File: src/rtl/grid_frame_scanner.sv
// grid_frame_scanner
//   Scans a GRID_W x GRID_H cell grid in row-major order. For each cell it
//   drives x_out/y_out into the game core and waits SETTLE_CYC cycles for the
//   core's flags to settle. It then samples the flags and encodes one RGB565
//   word, which it offers to the display driver. One frame is produced per
//   accepted frame_start pulse.
//
// Ports
//   clk, rst        rising-edge clock, asynchronous active-high reset
//   frame_start     1-cycle request to scan a frame (accepted only in IDLE)
//   x_out, y_out    cell coordinates presented to the game core
//   apple_in, wall_in, body_in, head_in, gameover_in
//                   game core flags for the presented cell
//   pix_data        RGB565 word for the current cell
//   pix_valid       pix_data is offered to the display driver
//   pix_ready       display driver can take the offered word
//   pix_last        marks the final cell of the frame (qualified by pix_valid)
//   busy            a frame scan is in progress
//   frame_done      1-cycle pulse after the final word is accepted
//   state_dbg       current FSM state (0 IDLE, 1 SETTLE, 2 SAMPLE, 3 SEND)
//
// Handshake: a word transfers on a rising edge where pix_valid && pix_ready.
//   Once pix_valid is raised, pix_data, pix_last, x_out and y_out stay frozen
//   until that transfer. pix_valid never drops without a transfer, except
//   when rst aborts the frame.
module grid_frame_scanner #(
  parameter int GRID_W     = 16,
  parameter int GRID_H     = 16,
  parameter int SETTLE_CYC = 2
) (
  input  logic        clk,
  input  logic        rst,
  input  logic        frame_start,
  output logic [3:0]  x_out,
  output logic [3:0]  y_out,
  input  logic        apple_in,
  input  logic        wall_in,
  input  logic        body_in,
  input  logic        head_in,
  input  logic        gameover_in,
  output logic [15:0] pix_data,
  output logic        pix_valid,
  input  logic        pix_ready,
  output logic        pix_last,
  output logic        busy,
  output logic        frame_done,
  output logic [1:0]  state_dbg
);

  typedef enum logic [1:0] {
    S_IDLE   = 2'd0,
    S_SETTLE = 2'd1,
    S_SAMPLE = 2'd2,
    S_SEND   = 2'd3
  } state_t;

  localparam logic [3:0] X_MAX       = 4'(GRID_W - 1);
  localparam logic [3:0] Y_MAX       = 4'(GRID_H - 1);
  localparam logic [3:0] SETTLE_INIT = 4'(SETTLE_CYC - 1);

  localparam logic [15:0] COL_GAMEOVER = 16'hF800;
  localparam logic [15:0] COL_HEAD     = 16'hFFE0;
  localparam logic [15:0] COL_BODY     = 16'h07E0;
  localparam logic [15:0] COL_APPLE    = 16'hF81F;
  localparam logic [15:0] COL_WALL     = 16'h7BEF;
  localparam logic [15:0] COL_NONE     = 16'h0000;

  state_t      state;
  logic [3:0]  settle_cnt;
  logic        last_cell;
  logic [15:0] enc;

  assign last_cell = (x_out == X_MAX) && (y_out == Y_MAX);
  assign state_dbg = state;

  // Colour priority: a game-over overrides everything, and the head is drawn
  // on top of any other object that shares its cell.
  always_comb begin
    enc = COL_NONE;
    if (gameover_in)   enc = COL_GAMEOVER;
    else if (head_in)  enc = COL_HEAD;
    else if (body_in)  enc = COL_BODY;
    else if (apple_in) enc = COL_APPLE;
    else if (wall_in)  enc = COL_WALL;
  end

  always_ff @(posedge clk or posedge rst) begin
    if (rst) begin
      state      <= S_IDLE;
      settle_cnt <= 4'd0;
      x_out      <= 4'd0;
      y_out      <= 4'd0;
      pix_data   <= 16'h0000;
      pix_valid  <= 1'b0;
      pix_last   <= 1'b0;
      busy       <= 1'b0;
      frame_done <= 1'b0;
    end else begin
      frame_done <= 1'b0;
      case (state)
        S_IDLE: begin
          // A start that coincides with the frame_done pulse belongs to the
          // frame that just finished and is dropped.
          if (frame_start && !frame_done) begin
            state      <= S_SETTLE;
            x_out      <= 4'd0;
            y_out      <= 4'd0;
            busy       <= 1'b1;
            settle_cnt <= SETTLE_INIT;
          end
        end

        S_SETTLE: begin
          if (settle_cnt == 4'd0) state <= S_SAMPLE;
          else                    settle_cnt <= settle_cnt - 4'd1;
        end

        S_SAMPLE: begin
          pix_data  <= enc;
          pix_valid <= 1'b1;
          pix_last  <= last_cell;
          state     <= S_SEND;
        end

        S_SEND: begin
          if (pix_valid && pix_ready) begin
            pix_valid <= 1'b0;
            pix_last  <= 1'b0;
            if (last_cell) begin
              state      <= S_IDLE;
              busy       <= 1'b0;
              frame_done <= 1'b1;
              x_out      <= 4'd0;
              y_out      <= 4'd0;
            end else begin
              state      <= S_SETTLE;
              settle_cnt <= SETTLE_INIT;
              if (x_out == X_MAX) begin
                x_out <= 4'd0;
                y_out <= y_out + 4'd1;
              end else begin
                x_out <= x_out + 4'd1;
              end
            end
          end
        end

        default: state <= S_IDLE;
      endcase
    end
  end

endmodule

File: config.mk
export PLATFORM = sky130hd
export DESIGN_NAME = grid_frame_scanner
export DESIGN_NICKNAME = d
export VERILOG_FILES = /design/src/rtl/grid_frame_scanner.sv
export SDC_FILE = /design/constraint.sdc
export NUM_CORES = 1
export LEC_CHECK = 0
export ABC_CLOCK_PERIOD_IN_PS = 2200
export BUFFER_PORTS_ARGS = -buffer_cell sky130_fd_sc_hd__clkbuf_2
export CORE_MARGIN = 1
export CORE_UTILIZATION = 51
export CTS_CLUSTER_SIZE = 12
export DETAILED_ROUTE_END_ITERATION = 8
export PLACE_DENSITY = 0.8
export SLEW_MARGIN = 20
export SYNTH_ARGS = -nofsm -noshare
export SYNTH_HDL_FRONTEND = slang
export SYNTH_SLANG_ARGS = --single-unit
File: constraint.sdc
create_clock -name clk -period 2.2 [get_ports clk]
set_input_delay 0.22 -clock clk [delete_from_list [all_inputs] [get_ports clk]]
set_output_delay 0.22 -clock clk [all_outputs]
set_load 0.01 [all_outputs]
==> flow_summary.ini, run 1 <==
[grt]
global_route.usage.total_pct = 23.1
antenna_found_initial = 0
grt_first_pass_wirelength_um = 4830
pin_count_of_the_biggest_net_entering_global_routing = 25
gr_ovfl_total = 0
grt_pass1_vias = 1104

[setup_path]
element_type_at_the_critical_path_end = register
register_to_register_setup_slack_ps = 160
timing.critical_path.cells = inv_1, ha_1, or3b_1, a221oi_1, o21ai_0, a32oi_1
rr_worst_depth = 6
maximum_fanout_along_the_worst_path = 4
critical_path_class = register to register
worst_ep_required_time_ps = 2430
timing.critical_path.slowest_stage_cell = sky130_fd_sc_hd__a221oi_1
critical_path_arrival_ps = 2260
worst_r2r_startpoint = settle_cnt[0]
r2r_end = state_dbg[0]
timing.critical_path.slowest_cell_delay_ps = 520
cp-start-kind = register

[sta]
maxSlewHeadroom_pct = 40.7
worst_slew_pin_slew_ps = 888
finalClockSkew_ps = 10.4
post_route_hold_slack_ps = 46.1
drv_slew = 0
finalSetupViolCount = 0
setup_repair_after_global_routing_missed_its_margin = no
share_of_the_cycle_needed_by_the_critical_path_after_routing_pct = 92.5
post-route-min-period_ps = 2040
final.setup.worst_slack_ps = 164
final_hold_viol_count = 0
max_clock_freq_mhz = 491
setup_tns_ps = 0

[pwr]
p_int_mw = 1.16
power_density_nw_per_um2 = 1360
power.share.combinational_pct = 53.6
part_of_the_total_power_dissipated_in_the_clock_network_pct = 10.8
power.static_leakage_nw = 0.754
power_switching_mw = 0.974
p_sw_share_pct = 45.6
maximum_vdd_drop_mv = 0.825
power_frac_seq_pct = 35.5

[synth]
ys_seq_elements = 24
synthesis.yosys.warnings = 0
async_flop_share_pct = 100
post_synth.cell_area_avg_um2 = 9.25
synth-edff-count = 0
synthesis.area_um2 = 1390
ys_dominant_reg_cell = sky130_fd_sc_hd__dfrtp_1
postSynthNetCount = 167
synth_sequential_area_ratio_pct = 43.3
netlist-cell-type-count = 40
netlist_instances = 150

[clock_network]
max-clock-path-buffers = 2
clock_tree.htree_level_count = 1
clock_sinks = 24
cts_buffers = 3
cts.repair_timing.setup_buffer_count = 0
clk_root_buffer_cell = sky130_fd_sc_hd__clkbuf_4
clk_pin_slew_ps = 130
cts_tree = built
clock_insertion_delay_worst_skew_ps = 320
cts_hold_repair.buffers = 0
post_cts_resize_count = 0

[cells_and_area]
final_common_cell = sky130_fd_sc_hd__clkbuf_2
n_antenna_cell = 0
areaGrowthSynthToFinish_pct = 12.9
fill_cells = 209
finalInstanceArea_um2 = 1570
layout-drive-gt1-share_pct = 27.4
mostFrequentLayoutCells = sky130_fd_sc_hd__clkbuf_2, sky130_fd_sc_hd__dfrtp_1, sky130_fd_sc_hd__o21ai_0, sky130_fd_sc_hd__inv_1, sky130_fd_sc_hd__nand2_1
fin_nets = 197
finalCoreUtilization_pct = 62.1

[route]
antenna_left = 0
detail_route.first_pass.iterations = 4
wire_per_inst_um = 14.1
overall_via_count_from_detail_route = 1201
viasPerCell = 5.75
drc = 0
routed_wirelength_um = 2950
drt_iter0_markers = 19

[worst_hold_path]
timing.hold.worst.class = input pin to asynchronous set/reset pin

[die]
core_box_area_um2 = 2520
initial_core_util_pct = 55.0
die_y_um = 54.2
floorplan.die_area_um2 = 2930
die_w_um = 54.2
io-pin-count = 39
row_count = 18

[placed_design]
dp_hpwl_um = 2260
placed_cell_area_um2 = 1530
post-place-ws_ps = 224
portBuffers = 38
gpl.final_weighted_congestion = 0.833

[outcome]
run_status = complete, no violations

[job]
timing.max_cap.violations = 0
state kept, by name, indices dropped and copies added (netlist names):
register and count:
x_out 4, busy 1, state_dbg 2, pix_valid 1, pix_data 6, settle_cnt 4
frame_done 1, y_out 4, pix_last 1
worst max-delay path by stage:
stage,start,depth (start not counted),end
2_1_floorplan,state_dbg[0],7,y_out[0]
3_3_place_gp,state_dbg[0],7,x_out[3]
3_5_place_dp,state_dbg[0],6,y_out[3]
4_1_cts,state_dbg[0],7,x_out[3]
5_1_grt,state_dbg[0],7,x_out[3]
6_report,settle_cnt[0],6,state_dbg[0]
power by group through the flow:
| stage | Clock (mW) | Sequential [mW] | Combinational (mW) |
|---|---|---|---|
| floorplan | 0 | 0.794 | 0.805 |
| global placement | 0 | 0.749 | 1.06 |
| detailed placement | 0 | 0.766 | 1.14 |
| CTS | 0.235 | 0.757 | 1.15 |
| global route | 0.254 | 0.789 | 1.29 |
| finish | 0.231 | 0.759 | 1.15 |
synthesized netlist by cell type, types with 2 or more instances:
cell / instances / share of area [%]
sky130_fd_sc_hd__dfrtp_1: 24 / 43
sky130_fd_sc_hd__o21ai_0: 14 / 5.0
sky130_fd_sc_hd__inv_1: 12 / 3.2
sky130_fd_sc_hd__nand2_1: 12 / 3.2
sky130_fd_sc_hd__buf_4: 11 / 6.0
sky130_fd_sc_hd__nor2_1: 10 / 2.7
sky130_fd_sc_hd__a21oi_1: 9 / 3.2
sky130_fd_sc_hd__ha_1: 8 / 7.2
sky130_fd_sc_hd__nand2b_1: 4 / 1.8
sky130_fd_sc_hd__nand3_1: 4 / 1.4
sky130_fd_sc_hd__o22ai_1: 4 / 1.8
sky130_fd_sc_hd__nand3b_1: 3 / 1.6
sky130_fd_sc_hd__nor3_1: 3 / 1.1
sky130_fd_sc_hd__and2_1: 2 / 0.90
sky130_fd_sc_hd__buf_2: 2 / 0.72
sky130_fd_sc_hd__o211ai_1: 2 / 1.1
sky130_fd_sc_hd__o31ai_1: 2 / 1.1
sky130_fd_sc_hd__or4_1: 2 / 1.1
through the flow:
step / total power [mW] / cells
floorplan: 1.60 / 150
global placement: 1.81 / 205
detailed placement: 1.91 / 205
CTS: 2.14 / 209
global route: 2.33 / 209
finish: 2.14 / 209
kinds of logic after synthesis:
family | synth area share (%)
compound gates | 19.9
buf+inv | 10.5
mux | 0.811
flops | 43.3
fa+ha+maj | 7.21
simple gates | 18.3
critical path, delay by kind of cell (launching register included):
kind	cells	cell delay (ps)
and+or+nand+nor	1	350
DFF	1	410
buffers and inverters	1	100
adders and majority gates	1	160
AOI/OAI and AO/OA	3	930
layer usage:
layer,part of all wire (%),global-route usage [%],up-vias
met5,0,0,-
met4,0.92,5.56,0
met3,4.6,5.93,4
met2,50,40.2,45
met1,45,28.1,580
li1,-,-,572
final cells by class:
| class | count | area (um^2) | area share [%] |
|---|---|---|---|
| clock buffer | 4 | 36.3 | 2.32 |
| inverter | 12 | 45.0 | 2.88 |
| multi-input combinational | 99 | 642 | 41.0 |
| sequential | 24 | 601 | 38.3 |
| tap | 30 | 37.5 | 2.40 |
| timing repair buffer | 40 | 205 | 13.1 |
Power figures use the tool's default switching activity.
==> run 2: changes to the inputs <==
--- a/config.mk
+++ b/config.mk
@@ -11,7 +11,9 @@
 export CORE_UTILIZATION = 51
 export CTS_CLUSTER_SIZE = 12
 export DETAILED_ROUTE_END_ITERATION = 8
+export GPL_TIMING_DRIVEN = 1
 export PLACE_DENSITY = 0.8
+export REMOVE_ABC_BUFFERS = 1
 export SLEW_MARGIN = 20
 export SYNTH_ARGS = -nofsm -noshare
 export SYNTH_HDL_FRONTEND = slang
==> flow_summary.ini, run 2 (synthesis gave the netlist of run 1 again) <==
[sta]
final_hold_viol_count = 0
post-route-min-period_ps = 2070
finalClockSkew_ps = 7.93
drv_slew = 0
maxSlewHeadroom_pct = 42.3
max_clock_freq_mhz = 483
worst_slew_pin_slew_ps = 864
finalSetupViolCount = 0
setup_repair_after_global_routing_missed_its_margin = no
setup_tns_ps = 0
share_of_the_cycle_needed_by_the_critical_path_after_routing_pct = 94.1

[setup_path]
register_to_register_setup_slack_ps = 130
r2r_end = y_out[3]
rr_worst_depth = 6
element_type_at_the_critical_path_end = register
timing.critical_path.cells = inv_1, ha_1, nor2_1, a211o_1, or4_1, a21boi_1
worst_ep_required_time_ps = 2450
crit_buf_inv = 1
critical_path_arrival_ps = 2320
critical_path_class = register to register
crit_path_start = state_dbg[0]
timing.critical_path.slowest_cell_delay_ps = 540
cp-start-kind = register
timing.critical_path.slowest_stage_cell = sky130_fd_sc_hd__or4_1
worst_r2r_startpoint = state_dbg[0]
timing.critical_path.max_delay_family = simple AND/OR/NAND/NOR gates
worstSetupPathDepth = 6
maximum_fanout_along_the_worst_path = 10

[cells_and_area]
final_common_cell = sky130_fd_sc_hd__clkbuf_2
biggest_register = pix_data
fill_cells = 216
largest_register_ffs = 6
n_antenna_cell = 0
layout-drive-gt1-share_pct = 27.4
fin_nets = 197
mostFrequentLayoutCells = sky130_fd_sc_hd__clkbuf_2, sky130_fd_sc_hd__dfrtp_1, sky130_fd_sc_hd__o21ai_0, sky130_fd_sc_hd__inv_1, sky130_fd_sc_hd__nand2_1
areaGrowthSynthToFinish_pct = 12.9
finalCoreUtilization_pct = 62.1

[route]
viasPerCell = 5.70
wire_per_inst_um = 13.2
overall_via_count_from_detail_route = 1192
routed_wirelength_um = 2760
drc = 0
antenna_left = 0
detail_route.first_pass.iterations = 4
drt_iter0_markers = 34

[clock_network]
cts_hold_repair.buffers = 0
max-clock-path-buffers = 2
clk_root_buffer_cell = sky130_fd_sc_hd__clkbuf_4
post_cts_resize_count = 0
clk_pin_slew_ps = 120
clock_tree.htree_level_count = 1
cts.repair_timing.setup_buffer_count = 0
clock_sinks = 24
cts_buffers = 3
clock_insertion_delay_worst_skew_ps = 310
cts_tree = built

[outcome]
run_status = complete, no violations

[pwr]
power_density_nw_per_um2 = 1340
power.static_leakage_nw = 0.754
maximum_vdd_drop_mv = 1.02

[die]
die_y_um = 54.2
floorplan.die_area_um2 = 2930
die_w_um = 54.2
row_count = 18
io-pin-count = 39
initial_core_util_pct = 55.0
core_box_area_um2 = 2520

[grt]
grt_pass1_vias = 981
antenna_found_initial = 0
gr_ovfl_total = 0
pin_count_of_the_biggest_net_entering_global_routing = 25
grt_first_pass_wirelength_um = 4260
global_route.usage.total_pct = 20.2

[job]
timing.max_cap.violations = 0

[placed_design]
portBuffers = 38
gpl.final_weighted_congestion = 0.842
dp_hpwl_um = 2150

[worst_hold_path]
timing.hold.worst.class = input pin to asynchronous set/reset pin
[run 2: cell counts in the layout (fill, tap and decap cells not counted)]
Identical to the previous run, type by type.
[run 2: stage by stage]
stage          hold slack (ps)  power, mW  cell area, um^2  worst slack [ps]  std cells
5_1_grt                    108       2.29             1570              34.4        209
3_3_place_gp               419       1.82             1530               308        205
4_1_cts                   79.2       2.11             1570               138        209
6_report                  43.1       2.10             1570               130        209
3_5_place_dp               432       1.88             1530               167        205
2_1_floorplan              235       1.46             1290               164        135
[run 2: final cells by class]
cell class	count	area, um^2	area share [%]
clock buffers	4	36.3	2.32
well taps	30	37.5	2.40
inverters	12	45.0	2.88
repair buffers	40	205	13.1
multi-input cells	99	642	41.0
flip-flops and latches	24	601	38.3
[run 2: worst reg2reg max path, stage by stage (launching register included)]
cell and delay (ps):
sky130_fd_sc_hd__dfrtp_1 430, sky130_fd_sc_hd__inv_1 130, sky130_fd_sc_hd__ha_1 370, sky130_fd_sc_hd__nor2_1 80, sky130_fd_sc_hd__a211o_1 300, sky130_fd_sc_hd__or4_1 540, sky130_fd_sc_hd__a21boi_1 160
[run 2: worst max path at each step]
| stage | end |
|---|---|
| after floorplan | y_out[3] |
| after global placement | x_out[3] |
| after detailed placement | y_out[3] |
| after CTS | y_out[3] |
| after global routing | y_out[3] |
| final | y_out[3] |
[run 2: per-layer routing]
layer / vias up / track usage, % / share of wire (%)
met2: 32 / 32.1 / 48
met3: 8 / 5.93 / 4.2
met1: 577 / 27.6 / 46
met5: - / 0 / 0
li1: 575 / - / -
met4: 0 / 2.56 / 1.2
[run 2: report_power, final]
part | total [mW] | switching [mW] | internal (mW)
Sequential | 0.761 | 0.165 | 0.596
Clock | 0.225 | 0.124 | 0.101
Combinational | 1.12 | 0.656 | 0.460
Total | 2.10 | 0.946 | 1.16
